### src/rtl/intctl.sv
// intctl -- interrupt request arbiter and acknowledge sequencer.
//
// Purpose:
//   Prioritises level-sensitive device requests (highest index wins) and
//   raises INTREQ towards the microcode sequencer while the PSW IE bit is set.
//   On TAKEN it issues a one-cycle IACK to the winner and an IECLR pulse to the
//   PSW. It then waits in VEC until RE gates the vector (VBASE + 4*n) onto Q.
//
// Optional feature (compile-time macro INTCTL_MASK_EN):
//   When defined, a NIRQ-bit mask register (reset all-ones) is written from D
//   on WE. It can be read onto Q with MRE. When undefined, every request is
//   enabled, and D, WE and MRE are ignored.
//
// Ports:
//   CLOCK      in   system clock, rising edge
//   RESET      in   synchronous, active-high reset
//   IRQ        in   NIRQ level-sensitive requests, bit n = device n
//   IE         in   PSW interrupt-enable bit
//   TAKEN      in   sequencer accepts the pending interrupt (one-cycle pulse)
//   RE         in   gate vector onto Q in VEC; also consumes the vector
//   D          in   16-bit data bus (mask write data)
//   WE         in   mask write strobe
//   MRE        in   gate mask onto Q
//   INTREQ     out  registered: masked request pending and IE set
//   IACK       out  one-hot acknowledge to the winning device, one cycle
//   IECLR      out  registered one-cycle pulse clearing PSW IE
//   Q          out  vector / mask / zero (combinational)
//   PEND       out  OR of masked requests, independent of IE
//   DBG_STATE  out  FSM state: 0 = IDLE, 1 = ACK, 2 = VEC
//
// Handshake: TAKEN is honoured only in IDLE while INTREQ is 1. The acknowledge
// cycle follows. The controller then holds the vector until a cycle with RE=1,
// and returns to IDLE on the next edge.

module intctl #(
  parameter int          NIRQ  = 8,
  parameter logic [15:0] VBASE = 16'o000100
) (
  input  logic            CLOCK,
  input  logic            RESET,
  input  logic [NIRQ-1:0] IRQ,
  input  logic            IE,
  input  logic            TAKEN,
  input  logic            RE,
  input  logic [15:0]     D,
  input  logic            WE,
  input  logic            MRE,
  output logic            INTREQ,
  output logic [NIRQ-1:0] IACK,
  output logic            IECLR,
  output logic [15:0]     Q,
  output logic            PEND,
  output logic [1:0]      DBG_STATE
);

  typedef enum logic [1:0] {
    S_IDLE = 2'd0,
    S_ACK  = 2'd1,
    S_VEC  = 2'd2
  } state_t;

  state_t          state_q, state_d;
  logic            intreq_q, intreq_d;
  logic [3:0]      win_q, win_d;
  logic [NIRQ-1:0] iack_q, iack_d;
  logic            ieclr_q, ieclr_d;

  logic [NIRQ-1:0] mask;
  logic [NIRQ-1:0] masked;
  logic [3:0]      enc;
  logic [NIRQ-1:0] win_onehot;
  logic [15:0]     mask_ext;

  // D is only partly consumed (or not at all) depending on NIRQ and build.
  logic unused_inputs;
  assign unused_inputs = ^{D, WE, MRE};

`ifdef INTCTL_MASK_EN
  logic [NIRQ-1:0] mask_q;

  // Mask write lands at the edge, so arbitration in the write cycle still
  // sees the old mask.
  always_ff @(posedge CLOCK) begin
    if (RESET) begin
      mask_q <= '1;
    end else if (WE) begin
      mask_q <= D[NIRQ-1:0];
    end
  end

  assign mask = mask_q;
`else
  assign mask = '1;
`endif

  assign masked = IRQ & mask;
  assign PEND   = |masked;

  // Highest set index wins: later loop iterations override earlier ones.
  always_comb begin
    enc = 4'd0;
    for (int i = 0; i < NIRQ; i++) begin
      if (masked[i]) enc = 4'(i);
    end
  end

  always_comb begin
    win_onehot = '0;
    for (int i = 0; i < NIRQ; i++) begin
      win_onehot[i] = (win_q == 4'(i));
    end
  end

  always_comb begin
    mask_ext = 16'd0;
    mask_ext[NIRQ-1:0] = mask;
  end

  // Next-state logic. IACK/IECLR are computed on the IDLE->ACK transition so
  // that they come out of flops during the ACK cycle. WIN stops updating from
  // the TAKEN cycle, so a request dropped after TAKEN still gets its vector.
  always_comb begin
    state_d  = state_q;
    intreq_d = 1'b0;
    win_d    = win_q;
    iack_d   = '0;
    ieclr_d  = 1'b0;
    case (state_q)
      S_IDLE: begin
        if (TAKEN && intreq_q) begin
          state_d = S_ACK;
          iack_d  = win_onehot;
          ieclr_d = 1'b1;
        end else begin
          intreq_d = PEND & IE;
          win_d    = enc;
        end
      end
      S_ACK: begin
        state_d = S_VEC;
      end
      S_VEC: begin
        if (RE) state_d = S_IDLE;
      end
      default: begin
        state_d = S_IDLE;
      end
    endcase
  end

  always_ff @(posedge CLOCK) begin
    if (RESET) begin
      state_q  <= S_IDLE;
      intreq_q <= 1'b0;
      win_q    <= 4'd0;
      iack_q   <= '0;
      ieclr_q  <= 1'b0;
    end else begin
      state_q  <= state_d;
      intreq_q <= intreq_d;
      win_q    <= win_d;
      iack_q   <= iack_d;
      ieclr_q  <= ieclr_d;
    end
  end

  // Read mux: the vector has priority over the mask read in VEC with RE.
  always_comb begin
    Q = 16'd0;
`ifdef INTCTL_MASK_EN
    if (MRE) Q = mask_ext;
`endif
    if (state_q == S_VEC && RE) Q = VBASE + {10'd0, win_q, 2'b00};
  end

  assign INTREQ    = intreq_q;
  assign IACK      = iack_q;
  assign IECLR     = ieclr_q;
  assign DBG_STATE = state_q;

endmodule

### config.mk
export PLATFORM = sky130hd
export DESIGN_NAME = intctl
export DESIGN_NICKNAME = d
export VERILOG_FILES = /design/src/rtl/intctl.sv
export SDC_FILE = /design/constraint.sdc
export NUM_CORES = 1
export LEC_CHECK = 0
export ABC_AREA = 1
export ABC_CLOCK_PERIOD_IN_PS = 1200
export CAP_MARGIN = 20
export CORE_AREA = 2 2 50 52
export DETAILED_ROUTE_END_ITERATION = 6
export DIE_AREA = 0 0 52 54
export MAX_ROUTING_LAYER = met4
export PLACE_DENSITY = 0.77
export SETUP_SLACK_MARGIN = 0.5
export SLEW_MARGIN = 20
export SYNTH_ARGS = -nofsm -noshare
export SYNTH_HDL_FRONTEND = slang
export SYNTH_SLANG_ARGS = --single-unit
### constraint.sdc
create_clock -name CLOCK -period 1.2 [get_ports CLOCK]
set_input_delay 0.18 -clock CLOCK [delete_from_list [all_inputs] [get_ports CLOCK]]
set_output_delay 0.18 -clock CLOCK [all_outputs]
set_load 0.05 [all_outputs]
# Word level (Yosys, flattened, before mapping)
# Cells that the tools add are included.
# classes
muxes	12
n_bitwise	3
reduce_logical	10
n_addsub	1
eq_ne	11
# ops
cell	count
$mux W4	5
$eq A4 B3 Y1 const B	4
$add A7 B6 Y8 const A	1
$eq A4 B2 Y1 const B	2
$mux W8	1
$reduce_or A8 Y1	1
$mux W2	3
$pmux W2 S3	1
$reduce_or A3 Y1	2
$eq A4 B1 Y1 const B	1
$logic_not A4 Y1	1
$ne A2 B2 Y1 const B	2
$reduce_and A2 Y1	2
$eq A2 B1 Y1 const B	1
$eq A2 B2 Y1 const B	1
$logic_and A1 B1 Y1	2
$logic_not A2 Y1	1
$mux W1	2
$not A1 Y1	2
$reduce_or A2 Y1	1
$and A1 B1 Y1	1
# word_totals
word_cells	42
register_bits	16
inputBits	31
output_inout_bits	29

# Longest topological paths before layout
# Gate-level depths: netlist of run 1.
# depth
depth_word	7
depth_mapped	7
depth_no_buf	7

# Least setup slack after synthesis of run 1
# OpenSTA, ideal clock, no wires.
# synth_timing
path_kind	register -> output
from	reg state_q[1], in the netlist DBG_STATE[1]
to	out Q[2]
path_stages_with_launch	5
path_slack_ns	-1.787
arrival_time_ns	2.807
required_ns	1.020
path_buffers	0
path_cell_list	dfxtp_1 > inv_1 > nor3_1 > inv_1 > nor2_1
# synth_via
elab_chain_len	3
# synth_lines
item	line	text
start: declaration	62	state_t state_q, state_d;
start signal: assignment	159	state_q <= state_d;
$eq A2 B2 Y1	173	if (state_q == S_VEC && RE) Q = VBASE + {10'd0, win_q, 2'b00};
$logic_and A1 B1 Y1	173	
$mux W8	173	
end: declaration	51	output logic [15:0] Q,
# Every way passes these cells.

# Worst setup path in the final report of run 1
# layout_timing
from	reg state_q[0], in the netlist DBG_STATE[0]
to	out Q[4]
# The elaborated chain is that of the path after synthesis.

==> flow_summary.ini, run 1 <==
[die]
dieHeight_um = 54
core_area_um2 = 2320
initial_core_util = 0.284
die_width_um = 52
io_pins = 60
die_area_um2 = 2810
num_rows = 18

[power]
power_mw = 1.18
max-vdd-ir-drop_mv = 0.428
p_per_area_nw_per_um2 = 779
leakagePower_nw = 0.697

[final_layout]
syn2layout_area_growth_pct = 130
mostFrequentLayoutCells = 17 x buf_12, 17 x buf_4, 12 x conb_1
fin_cells = 175
finalInstanceArea_um2 = 1520
n_antenna_cell = 0
nets = 177
drive_gt1_frac = 0.655
final_util = 0.654

[global_route]
grt_use_total = 0.136
grt_overflow_total = 0
grt_pass1_wl_um = 2730
grt_max_degree = 10
grt_antenna_before_repair = 0
grt_pass1_vias = 669

[clocking]
clock_sinks = 15
cts.path.max_buffers = 2
hold_buffers = 0
root_buffer = clkbuf_4
clk_pin_slew_worst_paths_ns = 0.09
clk_latency_ns = 0.28
cts_tree = done
htreeDepth = 1
cts_made_buffers = 3

[routing]
wl_per_cell_um = 10.7
first_pass_iters = 4
drc_errors = 0
drtIter0Drc = 14
ant_nets = 0
vias = 702
wirelength_um = 1870
vias_per_cell = 4.01

[place]
io_buffers = 29
dp_hpwl_um = 1270
dpl.cell_count = 152
gp_routability_congestion = 0.770
post_dp_cell_area_um2 = 1230

[run_status]
outcome = finished with violations
violations = negative setup slack

[synthesis]
yosys_warnings = 0
syn_area_um2 = 659
synth_seq_area_share = 0.455
synth.distinct_cells = 13
avgSynthCellArea_um2 = 7.49
synth_seq_cells = 15
syn_inst = 88

[setup_path]
crit_path_start_kind = flop
cp_data_required_time_ns = 1.02
crit_path_end_kind = output pin
ff2ff_path_depth = 7
worstPathMaxFanout = 3
r2r_slack_ns = -0.16
cp.arrival_ns = 1.24
criticalPathCategory = reg -> out

[timing]
rsz0062_at_grt = yes
finalClockSkew_ns = 0.00683
fmax_mhz = 704
finalHoldViolCount = 0
fin_crit_sh = 1.18
worst_slack_ns = -0.220
finalSetupTns_ns = -1.74
period_minus_slack_ns = 1.42
setup_violations = 15
timing.final.max_slew_violations = 0

[flow_run]
cap_violations = 0

[worst_hold_path]
holdCritPathClass = in -> reg
worstHoldPathCells = 4
-- flip-flops by register name, summed over array words and instances (netlist names) --
name       flops
INTREQ         1
win_q          3
IECLR          1
IACK           8
DBG_STATE      2
-- cell type report --
| class | count | area, um^2 |
|---|---|---|
| Fill cell | 179 | 802 |
| Timing Repair Buffer | 54 | 679 |
| Multi-Input combinational cell | 58 | 394 |
| Sequential cell | 15 | 324 |
| Inverter | 14 | 55.1 |
| Tap cell | 30 | 37.5 |
| Clock buffer | 3 | 22.5 |
| Clock inverter | 1 | 5.00 |
-- per-layer routing --
metal / global-route usage / routed length [um] / vias up
met1: 0.128 / 682 / 306
met3: 0.0333 / 160 / 2
met4: 0.0702 / 9 / 0
li1: - / - / 359
met5: - / 0 / -
met2: 0.255 / 1020 / 35
-- worst paths after layout --
kind | from | to
setup / recovery | DBG_STATE[0]$_SDFFE_PP0P_ | Q[4]
hold / removal | IRQ[5] | win_q[1]$_SDFFE_PP0P_
setup reg to reg | DBG_STATE[0]$_SDFFE_PP0P_ | IACK[5]$_SDFF_PP0_
hold reg to reg | win_q[2]$_SDFFE_PP0P_ | IACK[7]$_SDFF_PP0_
-- metrics by stage --
step | hold WS [ns] | setup WS, ns
final | 0.204 | -0.220
after global routing | 0.208 | -0.276
after CTS | 0.197 | -0.210
after detailed placement | 0.501 | -0.341
after floorplan | 0.249 | -0.406
after global placement | 0.490 | -0.311
-- cells by family (layout without fill, tap and decap cells) --
| group | after synthesis | in the layout | share of synthesized area |
|---|---|---|---|
| DFF | 15 | 15 | 0.455 |
| AOI/OAI and AO/OA | 7 | 7 | 0.0531 |
| other | 1 | 12 | 0.00569 |
| buffers and inverters | 26 | 72 | 0.216 |
| and+or+nand+nor | 39 | 39 | 0.269 |
-- power breakdown --
group	leakage (nW)	internal (mW)	switching, mW	total, mW
sequential	0.129	0.512	0.0218	0.534
clock	0.0177	0.124	0.158	0.282
combinational	0.550	0.144	0.223	0.367
total	0.697	0.780	0.403	1.18
-- critical path, cell delays in order, from the launching register on --
cell,delay (ns)
dfxtp_4,0.36
nor3_4,0.21
inv_2,0.11
nor2_4,0.14
buf_12,0.14
-- cells in the mapped netlist, drive strengths merged --
| cell | number | area share |
|---|---|---|
| a21oi | 3 | 0.023 |
| dfxtp | 15 | 0.46 |
| buf | 12 | 0.14 |
| o21ai | 4 | 0.030 |
| inv | 14 | 0.080 |
| nand4 | 1 | 0.0095 |
| nor2 | 15 | 0.10 |
| nand2 | 14 | 0.091 |
| nor3 | 9 | 0.068 |
| conb | 1 | 0.0057 |
-- timing repair --
item	4_1_cts	5_1_grt
gates resized for setup	40	22
hold endpoints to repair	0	0
setup endpoints to repair	32	32
cloned	0	0
setup buffers	14	5
pin swaps	9	13
Power figures use the tool's default switching activity.
==> run 2: changes to the inputs <==
--- a/config.mk
+++ b/config.mk
@@ -7,7 +7,7 @@
 export LEC_CHECK = 0
 export ABC_AREA = 1
 export ABC_CLOCK_PERIOD_IN_PS = 1200
-export CAP_MARGIN = 20
+export CAP_MARGIN = 30
 export CORE_AREA = 2 2 50 52
 export DETAILED_ROUTE_END_ITERATION = 6
 export DIE_AREA = 0 0 52 54
==> results of run 2 <==
No change in the layout: final DEF, timing and power equal those of run 1.
